### config.mk
export PLATFORM = sky130hd
export DESIGN_NAME = pc_sequencer
export DESIGN_NICKNAME = d
export VERILOG_FILES = /design/src/rtl/pc_sequencer.sv
export SDC_FILE = /design/constraint.sdc
export NUM_CORES = 1
export LEC_CHECK = 0
export ABC_AREA = 1
export BUFFER_PORTS_ARGS = -buffer_cell sky130_fd_sc_hd__buf_2
export CAP_MARGIN = 10
export CORE_ASPECT_RATIO = 1.4
export CORE_MARGIN = 10
export CORE_UTILIZATION = 25
export DETAILED_ROUTE_END_ITERATION = 10
export PLACE_DENSITY = 0.45
export SYNTH_ARGS = -nofsm -noshare
export SYNTH_HDL_FRONTEND = slang
export SYNTH_SLANG_ARGS = --single-unit
export TNS_END_PERCENT = 1
### constraint.sdc
create_clock -name clk -period 3.55 [get_ports clk]
set_input_delay 0.355 -clock clk [delete_from_list [all_inputs] [get_ports clk]]
set_output_delay 0.355 -clock clk [all_outputs]
set_load 0.01 [all_outputs]
### src/rtl/pc_sequencer.sv
// Program-counter sequencer: FETCH/EXEC/UPDATE handshake with a return-address stack.
// Retire-to-next-fetch latency is 2 cycles; every output is registered, so no input reaches an output combinationally.
module pc_sequencer #(
    parameter int                 ADDR_W    = 16,
    parameter int                 RAS_DEPTH = 4,
    parameter logic [ADDR_W-1:0]  RESET_PC  = 16'h0000
) (
    input  logic              clk,
    input  logic              reset,
    output logic              fetch_req,
    output logic [ADDR_W-1:0] fetch_addr,
    input  logic              fetch_ack,
    output logic              instr_valid,
    input  logic              exec_done,
    input  logic              br_en,
    input  logic              jump,
    input  logic              call,
    input  logic              ret,
    input  logic [ADDR_W-1:0] target,
    output logic [ADDR_W-1:0] pc,
    output logic              ras_overflow,
    output logic              ras_underflow
);
    localparam int IDX_W = $clog2(RAS_DEPTH);
    localparam int PTR_W = IDX_W + 1;

    typedef enum logic [1:0] {FETCH, EXEC, UPDATE} state_t;

    state_t            state_q;
    logic [ADDR_W-1:0] pc_q;
    logic [ADDR_W-1:0] npc_q;
    logic              fetch_req_q;
    logic              instr_valid_q;
    logic              ovf_q;
    logic              unf_q;
    logic [PTR_W-1:0]  ptr_q;
    logic [ADDR_W-1:0] ras_q [RAS_DEPTH];

    logic [ADDR_W-1:0] pc_inc;
    logic [ADDR_W-1:0] npc_d;
    logic [IDX_W-1:0]  wr_idx;
    logic [IDX_W-1:0]  top_idx;
    logic              ras_full;
    logic              ras_empty;
    logic              push;
    logic              pop;
    logic              ovf_set;
    logic              unf_set;

    // Next-PC decision for the retiring instruction: ret > call > taken branch > sequential.
    always_comb begin
        pc_inc    = pc_q + {{(ADDR_W-1){1'b0}}, 1'b1};
        wr_idx    = ptr_q[IDX_W-1:0];
        top_idx   = wr_idx - IDX_W'(1);
        ras_full  = (ptr_q == PTR_W'(RAS_DEPTH));
        ras_empty = (ptr_q == '0);
        npc_d     = pc_inc;
        push      = 1'b0;
        pop       = 1'b0;
        ovf_set   = 1'b0;
        unf_set   = 1'b0;
        if (ret) begin
            if (ras_empty) begin
                unf_set = 1'b1;
            end else begin
                pop   = 1'b1;
                npc_d = ras_q[top_idx];
            end
        end else if (call) begin
            npc_d = target;
            if (ras_full) ovf_set = 1'b1;
            else          push    = 1'b1;
        end else if (br_en && jump) begin
            npc_d = target;
        end
    end

    always_ff @(posedge clk or posedge reset) begin
        if (reset) begin
            state_q       <= FETCH;
            pc_q          <= RESET_PC;
            npc_q         <= RESET_PC;
            fetch_req_q   <= 1'b0;
            instr_valid_q <= 1'b0;
            ovf_q         <= 1'b0;
            unf_q         <= 1'b0;
            ptr_q         <= '0;
            for (int i = 0; i < RAS_DEPTH; i++) ras_q[i] <= '0;
        end else begin
            case (state_q)
                FETCH: begin
                    // An ack only completes a fetch that is actually being requested.
                    if (fetch_req_q && fetch_ack) begin
                        state_q       <= EXEC;
                        fetch_req_q   <= 1'b0;
                        instr_valid_q <= 1'b1;
                    end else begin
                        fetch_req_q   <= 1'b1;
                    end
                end
                EXEC: begin
                    instr_valid_q <= 1'b0;
                    if (exec_done) begin
                        state_q <= UPDATE;
                        npc_q   <= npc_d;
                        ovf_q   <= ovf_q | ovf_set;
                        unf_q   <= unf_q | unf_set;
                        if (push) begin
                            ras_q[wr_idx] <= pc_inc;
                            ptr_q         <= ptr_q + PTR_W'(1);
                        end else if (pop) begin
                            ptr_q         <= ptr_q - PTR_W'(1);
                        end
                    end
                end
                UPDATE: begin
                    pc_q        <= npc_q;
                    state_q     <= FETCH;
                    fetch_req_q <= 1'b1;
                end
                default: begin
                    state_q     <= FETCH;
                    fetch_req_q <= 1'b0;
                end
            endcase
        end
    end

    assign fetch_req     = fetch_req_q;
    assign fetch_addr    = pc_q;
    assign pc            = pc_q;
    assign instr_valid   = instr_valid_q;
    assign ras_overflow  = ovf_q;
    assign ras_underflow = unf_q;
endmodule

After elaboration in Yosys (flattened, before gate mapping). Cells that the tools add are included.

Div/mod/pow operators: 0. $add $sub $neg: 4. $mul: 0. Bitwise gates (word level): 4. Order comparisons: 3. Mux-type cells: 29. Reduce and logical (&&, ||, !) cells: 12. Eq/ne operators: 5. Shift-type cells: 0.

Operator list (count): 2-to-1 mux 16 bit (7); bitwise mux 64 bit (1); binary-select mux 16 bit (select 2 bit) (1); demux 16 bit (select 2 bit) (1); adder 16 x 1 -> 16 bit, second input constant (1); 2-to-1 mux 1 bit (12); greater-or-equal comparator 3 bit, second input constant (2); 2-to-1 mux 3 bit (2); NOT 2 -> 3 bit (2); AND reduction 2 bit (3); AND reduction 3 bit (2); 2-to-1 mux 2 bit (2); inequality test 2 bit, second input constant (2); one-hot mux 2 bit (2 select lines) (1); nonzero test 2 bit (2); adder 3 x 1 -> 3 bit, second input constant (1); equality test 3 bit, second input constant (1); logical AND 1 bit (3); zero test 3 bit (1); less-than comparator 3 x 1 -> 1 bit, second input constant (1); one-hot mux 1 bit (3 select lines) (1); subtractor 3 x 1 -> 3 bit, second input constant (1); equality test 2 x 1 -> 1 bit, second input constant (1); equality test 2 bit, second input constant (1); 4 further kinds (5).

Latch bits: 0. Logic and storage cells: 69. RAM bits: 0. Input port bits: 24. Flip-flop bits (word level): 105. Memories kept: 0. Bits in read-only memories: 0. Output and inout bits: 36.

Logic depth before layout (Yosys ltp). Gate-level depths: netlist of run 1.

Depth in word-level cells: 7. Mapped depth: 15. Mapped depth without buffers: 12.

Worst setup path before layout of run 1. OpenSTA, ideal clock, no wires.

Path kind: reg2reg. Start point: reg ptr_q[0]. End point: reg ptr_q[2]. Clock period less this slack: 2093 ps. Setup slack: 1457 ps. Buffers on the path: 2. Stages on the path, launching flop included: 11. Required time: 3424 ps. Arrival: 1967 ps. Setup time: 126 ps. Cells stage by stage: dfrtp_1 -> buf_2 -> inv_1 -> buf_2 -> ha_1 -> nand2_1 -> nand3_4 -> fa_1 -> xnor2_1 -> nor2_1 -> xor2_1.

Word-level cells in the longest chain between the ends: 6. Elaborated cells between the ends (all ways): 13. Classes of those cells: add/sub: 2; eq/ne: 1; mux: 7; reduce/logical: 3.

RTL lines: start, declared (line 36) `logic [PTR_W-1:0] ptr_q;`; start signal, assigned (line 110) `ptr_q <= ptr_q + PTR_W'(1);`; start signal, assigned (line 112) `ptr_q <= ptr_q - PTR_W'(1);`; equality test 3 bit (line 55) `ras_full = (ptr_q == PTR_W'(RAS_DEPTH));`; 2-to-1 mux 1 bit (line 71) `if (ras_full) ovf_set = 1'b1;`; 2-to-1 mux 1 bit (line 69) `end else if (call) begin`; 2-to-1 mux 1 bit (line 62) `if (ret) begin`; nonzero test 2 bit (no line); AND reduction 3 bit (no line).

Several ways; a longest one is shown, not always the timed one. The select of a mux whose other input is x is not followed. A chain may end at the register's enable or synchronous reset.

Final worst setup path of run 1.
Start point: reg ptr_q[1]. End point: reg npc_q[2].

Word-level cells in the longest chain between the ends: 7. Elaborated cells between the ends (all ways): 8. Classes of those cells: add/sub: 1; mux: 5; bitwise: 1; reduce/logical: 1.

RTL lines: subtractor 2 x 1 -> 2 bit (line 54) `top_idx = wr_idx - IDX_W'(1);`; NOT 2 -> 3 bit (not written as such) (line 67) `npc_d = ras_q[top_idx];`; binary-select mux 16 bit (select 2 bit) (line 67); 2-to-1 mux 16 bit (not written as such) (2 in a row) (line 67); 2-to-1 mux 16 bit * (line 63) `if (ras_empty) begin`; 2-to-1 mux 16 bit * (line 62); end signal, assigned (line 105) `npc_q <= npc_d;`; end, declared (line 31) `logic [ADDR_W-1:0] npc_q;`.

Every way passes the cells marked *; elsewhere a longest branch is shown, timed or not. The select of a mux whose other input is x is not followed.

==> run_summary.xml, run 1 <==
<?xml version="1.0" encoding="UTF-8"?>
<metrics>
  <group name="status">
    <metric name="status" unit="">complete, no violations</metric>
  </group>
  <group name="global_routing">
    <metric name="first_global_vias" unit="">4848</metric>
    <metric name="maximum_number_of_pins_on_one_net_before_global_route_repair" unit="">106</metric>
    <metric name="grtUsageTotal" unit="%">11.3</metric>
    <metric name="number_of_antenna_violations_at_the_first_check_in_global_routing" unit="">0</metric>
    <metric name="globalRoute.totalOverflow" unit="">0</metric>
    <metric name="wire_length_of_the_first_global_routing_pass" unit="um">26800</metric>
  </group>
  <group name="yosys">
    <metric name="yosysWarnings" unit="">0</metric>
    <metric name="synthCells" unit="">719</metric>
    <metric name="yosysUniqueCellTypes" unit="">42</metric>
    <metric name="synth.top_cells.by_area" unit="">dfrtp_1 (46%), nand2_1 (13%), o21ai_0 (6.4%)</metric>
    <metric name="synth.avg_cell_area" unit="um2">7.97</metric>
    <metric name="ys_seq_elements" unit="">105</metric>
    <metric name="synth_sequential_area_ratio" unit="%">45.9</metric>
    <metric name="synthDominantCellAreaShare" unit="%">45.9</metric>
    <metric name="synth_largest_area_cell" unit="">dfrtp_1</metric>
    <metric name="mappedNetlistNets" unit="">749</metric>
    <metric name="netlist_area" unit="um2">5730</metric>
  </group>
  <group name="timing">
    <metric name="fin_worst_skew" unit="ns">0.00890</metric>
    <metric name="timing.final.crit_period" unit="ns">2.25</metric>
    <metric name="slew_headroom" unit="%">35.8</metric>
    <metric name="timing_hold_violations_final" unit="">0</metric>
    <metric name="grt_setup_unrepaired" unit="">no</metric>
    <metric name="achievable-frequency" unit="GHz">0.444</metric>
    <metric name="totalNegativeSetupSlack" unit="ns">0</metric>
    <metric name="setup_violations" unit="">0</metric>
    <metric name="final_critical_path_setup_slack" unit="ns">1.30</metric>
    <metric name="tightestPinTransition" unit="ns">0.961</metric>
    <metric name="layout_worst_path_cycle_share" unit="%">63.4</metric>
    <metric name="timing.final.max_slew_violations" unit="">0</metric>
  </group>
  <group name="cts">
    <metric name="cts_setup_buffers" unit="">0</metric>
    <metric name="cts_made_buffers" unit="">9</metric>
    <metric name="cts_tree" unit="">built</metric>
    <metric name="insertion_delay" unit="ns">0.35</metric>
    <metric name="max_clock_buf_depth" unit="">2</metric>
    <metric name="root_buffer" unit="">clkbuf_16</metric>
    <metric name="clk_pin_slew_worst_paths" unit="ns">0.07</metric>
    <metric name="cts.hold.buffers_added" unit="">0</metric>
    <metric name="cts_num_sinks" unit="">105</metric>
    <metric name="cts_resized" unit="">0</metric>
    <metric name="cts_htree_levels" unit="">3</metric>
  </group>
  <group name="place">
    <metric name="place.detailed.hpwl" unit="um">11400</metric>
    <metric name="gp_routability_congestion" unit="">0.803</metric>
    <metric name="portBuffers" unit="">59</metric>
    <metric name="cells_after_dpl" unit="">1037</metric>
    <metric name="placement.setup.worst_slack" unit="ns">1.25</metric>
  </group>
  <group name="cells_and_area">
    <metric name="layout-drive-gt1-share" unit="%">18.4</metric>
    <metric name="nNetsFinal" unit="">777</metric>
    <metric name="num_antenna_cells" unit="">0</metric>
    <metric name="layout.cells.most_common_list" unit="">nand2_1 (197), dfrtp_1 (105), o21ai_0 (73)</metric>
    <metric name="fillerInstances" unit="">2467</metric>
    <metric name="finish.cell_count_without_fillers" unit="">1052</metric>
    <metric name="layout.cells.most_common" unit="">nand2_1</metric>
    <metric name="area_growth_syn_to_layout" unit="%">13.5</metric>
    <metric name="final_util" unit="%">28.8</metric>
  </group>
  <group name="hold_path">
    <metric name="holdCritPathClass" unit="">in2async</metric>
  </group>
  <group name="die">
    <metric name="design.die.area" unit="um2">29500</metric>
    <metric name="chipHeight" unit="um">199</metric>
    <metric name="die_x" unit="um">148</metric>
    <metric name="start_util" unit="%">25.4</metric>
    <metric name="ios" unit="">60</metric>
    <metric name="core-area" unit="um2">22500</metric>
    <metric name="floorplan.rows" unit="">65</metric>
  </group>
  <group name="routing">
    <metric name="drt_iter0_drc" unit="">270</metric>
    <metric name="route.detailed.drc" unit="">0</metric>
    <metric name="finalWirelength" unit="um">16100</metric>
    <metric name="final_antenna_net_count" unit="">0</metric>
    <metric name="wl_per_cell" unit="um">15.3</metric>
    <metric name="routed-via-count" unit="">4570</metric>
    <metric name="avgViaCountPerCell" unit="">4.34</metric>
    <metric name="drt-pass1-iter-count" unit="">4</metric>
  </group>
  <group name="setup_path">
    <metric name="path_class" unit="">reg2reg</metric>
    <metric name="endpoint_kind" unit="">register</metric>
    <metric name="worst_setup_path_start_kind" unit="">register</metric>
    <metric name="required_time_at_the_worst_slack_endpoint" unit="ns">3.84</metric>
    <metric name="worstPathArrival" unit="ns">2.54</metric>
    <metric name="critical_path.max_fanout" unit="">18</metric>
  </group>
  <group name="pwr">
    <metric name="report.power.total" unit="W">0.00560</metric>
    <metric name="power-per-cell-area" unit="nW/um2">862</metric>
    <metric name="cellLeakagePower" unit="nW">3.14</metric>
    <metric name="power.ir.vdd_worst" unit="mV">0.294</metric>
  </group>
  <group name="job">
    <metric name="max_cap_violations" unit="">0</metric>
  </group>
</metrics>
cells by family after synthesis:
kind of cell	synth area share [%]
buffers and inverters	10.0
xor gates and xnor gates	2.05
and+or+nand+nor	26.0
DFF	45.9
adders and majority gates	1.44
muxes	0.197
AOI/OAI and AO/OA	14.5
worst paths after layout:
path	from	end	slack, ns	depth (start not counted)
max reg2reg	ptr_q[1]	npc_q[2]	1.30	10
min	reset	ptr_q[1]	0.15	3
max in group asynchronous	reset	ras_q[13]	2.96	3
min reg2reg	ras_q[54]	ras_q[54]	0.48	2
min in group clk	exec_done	state_q[0]	0.25	2
max	ptr_q[1]	npc_q[2]	1.30	10
through the flow:
stage | hold WS (ns) | instance area, um2
after detailed placement | 0.467 | 6170
final | 0.147 | 6500
after floorplan | 0.442 | 5730
after global placement | 0.463 | 6170
after global routing | 0.196 | 6500
after CTS | 0.190 | 6500
metal layers:
metal  GRT usage [%]  part of all wire, %
met4            3.42                  1.3
met5               0                    0
met3            1.24                  1.8
met2            19.9                   51
met1            14.2                   46
cells in the mapped netlist:
cell,number
nand2_1,197
dfrtp_1,105
o21ai_0,73
inv_1,64
nor2_1,62
nand3_1,42
o21ai_1,19
buf_2,18
buf_4,17
a21oi_1,13
o21ai_2,13
clkbuf_1,9
nor2_4,9
nand2_2,8
nand4_1,7
o22ai_1,7
inv_2,6
ha_1,5
buf_6,4
nand3_2,4
o211ai_1,3
xnor2_1,3
xor2_1,3
a21boi_1,2
a21oi_2,2
a31oi_1,2
nand2_4,2
nor2_2,2
o21bai_1,2
o21bai_4,2
xnor2_2,2
xor2_2,2
a21boi_2,1
a22oi_1,1
and2_4,1
clkbuf_2,1
fa_1,1
inv_6,1
mux2_2,1
nand3_4,1
nand3b_1,1
o31ai_1,1
layout make-up:
class / instances / area (um2) / share of cell area, %
Timing Repair Buffer: 66 / 360 / 5.54
Sequential cell: 105 / 2630 / 40.4
Inverter: 71 / 274 / 4.22
Clock buffer: 10 / 229 / 3.52
Clock inverter: 5 / 104 / 1.60
Multi-Input combinational cell: 494 / 2530 / 38.9
Tap cell: 301 / 377 / 5.80
critical path: stages, from the launching register on:
cell,delay (ns)
dfrtp_1,0.41
inv_1,0.10
ha_1,0.27
buf_4,0.22
inv_1,0.44
o21ai_0,0.19
o22ai_1,0.24
o21ai_0,0.12
nand3_1,0.09
nand2_1,0.06
inv_1,0.05
power breakdown:
part | total [W] | internal [W] | leakage (nW) | switching (W)
sequential | 0.00205 | 0.00166 | 1.34 | 0.000391
combinational | 0.00241 | 0.000839 | 1.63 | 0.00157
clock | 0.00114 | 0.000688 | 0.163 | 0.000449
total | 0.00560 | 0.00319 | 3.14 | 0.00241
sequential cells by signal, summed over array words and instances (netlist names):
name           cells
ras_overflow       1
fetch_req          1
ras_q             64
instr_valid        1
ras_underflow      1
state_q            2
fetch_addr        16
npc_q             16
ptr_q              3
(Power assumes the default switching activity.)
==> run 2: changes to the inputs <==
Clock period 3.55 ns to 2.2 ns, I/O delays scaled along.
==> run 2 against run 1 <==
Via count rose by 2.5%; maximum frequency rose by 20%; the flow now finishes with violations (hold timing); cell count rose by 1.3%; clock-buffer cell count did not move.
==> run_summary.xml, run 2 (same netlist as run 1, synthesis figures left out) <==
<?xml version="1.0" encoding="UTF-8"?>
<metrics>
  <group name="cells_and_area">
    <metric name="layout.cells.most_common_list" unit="">nand2_1 (197), dfrtp_1 (105), o21ai_0 (73)</metric>
    <metric name="registers.top_by_ff_count" unit="">ras_q</metric>
    <metric name="layout-drive-gt1-share" unit="%">19.9</metric>
    <metric name="largest_register_ffs" unit="">64</metric>
    <metric name="finish.cell_count_without_fillers" unit="">1066</metric>
    <metric name="area_growth_syn_to_layout" unit="%">14.5</metric>
    <metric name="num_antenna_cells" unit="">0</metric>
    <metric name="fillerInstances" unit="">2523</metric>
    <metric name="layout.cells.most_common" unit="">nand2_1</metric>
    <metric name="nNetsFinal" unit="">790</metric>
  </group>
  <group name="timing">
    <metric name="fin_worst_skew" unit="ns">0.00946</metric>
    <metric name="setup_violations" unit="">0</metric>
    <metric name="timing.final.max_slew_violations" unit="">0</metric>
    <metric name="slew_headroom" unit="%">63.6</metric>
    <metric name="grt_setup_unrepaired" unit="">no</metric>
    <metric name="timing_hold_violations_final" unit="">33</metric>
    <metric name="totalNegativeSetupSlack" unit="ns">0</metric>
    <metric name="layout_worst_path_cycle_share" unit="%">85.1</metric>
    <metric name="achievable-frequency" unit="GHz">0.534</metric>
    <metric name="tightestPinTransition" unit="ns">0.546</metric>
    <metric name="holdWs" unit="ns">-0.0237</metric>
    <metric name="timing.final.crit_period" unit="ns">1.87</metric>
  </group>
  <group name="cts">
    <metric name="cts_num_sinks" unit="">105</metric>
    <metric name="cts_setup_buffers" unit="">0</metric>
    <metric name="max_clock_buf_depth" unit="">2</metric>
    <metric name="cts_tree" unit="">built</metric>
    <metric name="insertion_delay" unit="ns">0.36</metric>
    <metric name="cts_htree_levels" unit="">3</metric>
    <metric name="root_buffer" unit="">clkbuf_16</metric>
    <metric name="cts.hold.buffers_added" unit="">0</metric>
    <metric name="clk_pin_slew_worst_paths" unit="ns">0.07</metric>
    <metric name="cts_resized" unit="">0</metric>
    <metric name="cts_made_buffers" unit="">9</metric>
  </group>
  <group name="setup_path">
    <metric name="required_time_at_the_worst_slack_endpoint" unit="ns">2.44</metric>
    <metric name="reg2reg_setup_slack" unit="ns">0.33</metric>
    <metric name="worst_r2r_startpoint" unit="">ptr_q[1]</metric>
    <metric name="worst_setup_path_start_kind" unit="">register</metric>
    <metric name="endpoint_kind" unit="">register</metric>
    <metric name="worstPathArrival" unit="ns">2.11</metric>
    <metric name="path_class" unit="">reg2reg</metric>
    <metric name="critical_path.max_fanout" unit="">4</metric>
    <metric name="worstReg2RegEnd" unit="">ptr_q[2]</metric>
    <metric name="worstRegToRegCells" unit="">8</metric>
  </group>
  <group name="die">
    <metric name="core-area" unit="um2">22500</metric>
    <metric name="design.die.area" unit="um2">29500</metric>
    <metric name="die_x" unit="um">148</metric>
    <metric name="ios" unit="">60</metric>
    <metric name="chipHeight" unit="um">199</metric>
    <metric name="start_util" unit="%">25.4</metric>
    <metric name="floorplan.rows" unit="">65</metric>
  </group>
  <group name="routing">
    <metric name="wl_per_cell" unit="um">15.5</metric>
    <metric name="avgViaCountPerCell" unit="">4.39</metric>
    <metric name="routed-via-count" unit="">4683</metric>
    <metric name="route.detailed.drc" unit="">0</metric>
    <metric name="drt-pass1-iter-count" unit="">4</metric>
    <metric name="finalWirelength" unit="um">16600</metric>
    <metric name="drt_iter0_drc" unit="">269</metric>
    <metric name="final_antenna_net_count" unit="">0</metric>
  </group>
  <group name="status">
    <metric name="status" unit="">finished, violations left</metric>
    <metric name="violations" unit="">hold timing</metric>
  </group>
  <group name="pwr">
    <metric name="power.ir.vdd_worst" unit="mV">0.507</metric>
    <metric name="power-per-cell-area" unit="nW/um2">1360</metric>
    <metric name="cellLeakagePower" unit="nW">3.17</metric>
  </group>
  <group name="global_routing">
    <metric name="maximum_number_of_pins_on_one_net_before_global_route_repair" unit="">71</metric>
    <metric name="wire_length_of_the_first_global_routing_pass" unit="um">27000</metric>
    <metric name="globalRoute.totalOverflow" unit="">0</metric>
    <metric name="first_global_vias" unit="">4859</metric>
    <metric name="number_of_antenna_violations_at_the_first_check_in_global_routing" unit="">0</metric>
    <metric name="grtUsageTotal" unit="%">11.6</metric>
  </group>
  <group name="hold_path">
    <metric name="holdCritPathClass" unit="">in2async</metric>
  </group>
  <group name="job">
    <metric name="max_cap_violations" unit="">0</metric>
  </group>
  <group name="place">
    <metric name="cells_after_dpl" unit="">1050</metric>
    <metric name="place.detailed.hpwl" unit="um">12100</metric>
    <metric name="gp_routability_congestion" unit="">0.793</metric>
    <metric name="portBuffers" unit="">59</metric>
  </group>
</metrics>
## run 2: routing by layer
layer | share of wire, % | track usage (%) | vias up
met5 | 0 | 0 | -
met4 | 2.5 | 4.89 | 0
met3 | 1.8 | 1.13 | 15
met2 | 50 | 19.8 | 63
met1 | 45 | 14.6 | 2243
li1 | - | - | 2362
## run 2: through the flow
step / power [W] / utilization [%] / area [um2] / setup slack [ns]
3_3_place_gp: 0.00747 / 27.9 / 6280 / 0.333
6_report: 0.00893 / 29.1 / 6560 / 0.327
4_1_cts: 0.00908 / 29.1 / 6560 / 0.290
5_1_grt: 0.00975 / 29.1 / 6560 / 0.0884
2_1_floorplan: 0.00614 / - / 5730 / 0.107
3_5_place_dp: 0.00747 / 27.9 / 6280 / 0.306
## run 2: how the worst max path moves through the flow
stage	startpoint	to	slack, ns	depth (start not counted)
6_report	ptr_q[1]	ptr_q[2]	0.33	8
5_1_grt	ptr_q[1]	ras_q[56]	0.09	9
4_1_cts	ptr_q[1]	ras_q[62]	0.29	8
3_5_place_dp	ptr_q[1]	ras_q[62]	0.31	8
3_3_place_gp	ptr_q[1]	ras_q[62]	0.33	8
2_1_floorplan	ptr_q[0]	ptr_q[2]	0.11	10
## run 2: power breakdown
part	total (W)	switching, W	internal, W	leakage [nW]
logic	0.00407	0.00257	0.00151	1.69
clock network	0.00158	0.000799	0.000785	0.134
registers	0.00327	0.000586	0.00268	1.34
total	0.00893	0.00396	0.00497	3.17
## run 2: layout make-up
cell class | count | area, um2 | share of cell area [%]
tap | 301 | 377 | 5.74
sequential | 105 | 2630 | 40.1
clock inverter | 6 | 51.3 | 0.782
inverter | 71 | 275 | 4.20
multi-input combinational | 494 | 2530 | 38.5
timing repair buffer | 79 | 470 | 7.17
clock buffer | 10 | 229 | 3.49
## run 2: critical path, cell delays in order (launching register included)
cell and delay (ns):
dfrtp_1 0.43, inv_1 0.09, ha_1 0.20, nand2_1 0.14
nand3_4 0.13, fa_1 0.40, xnor2_1 0.16, nor2_1 0.07
xor2_1 0.13
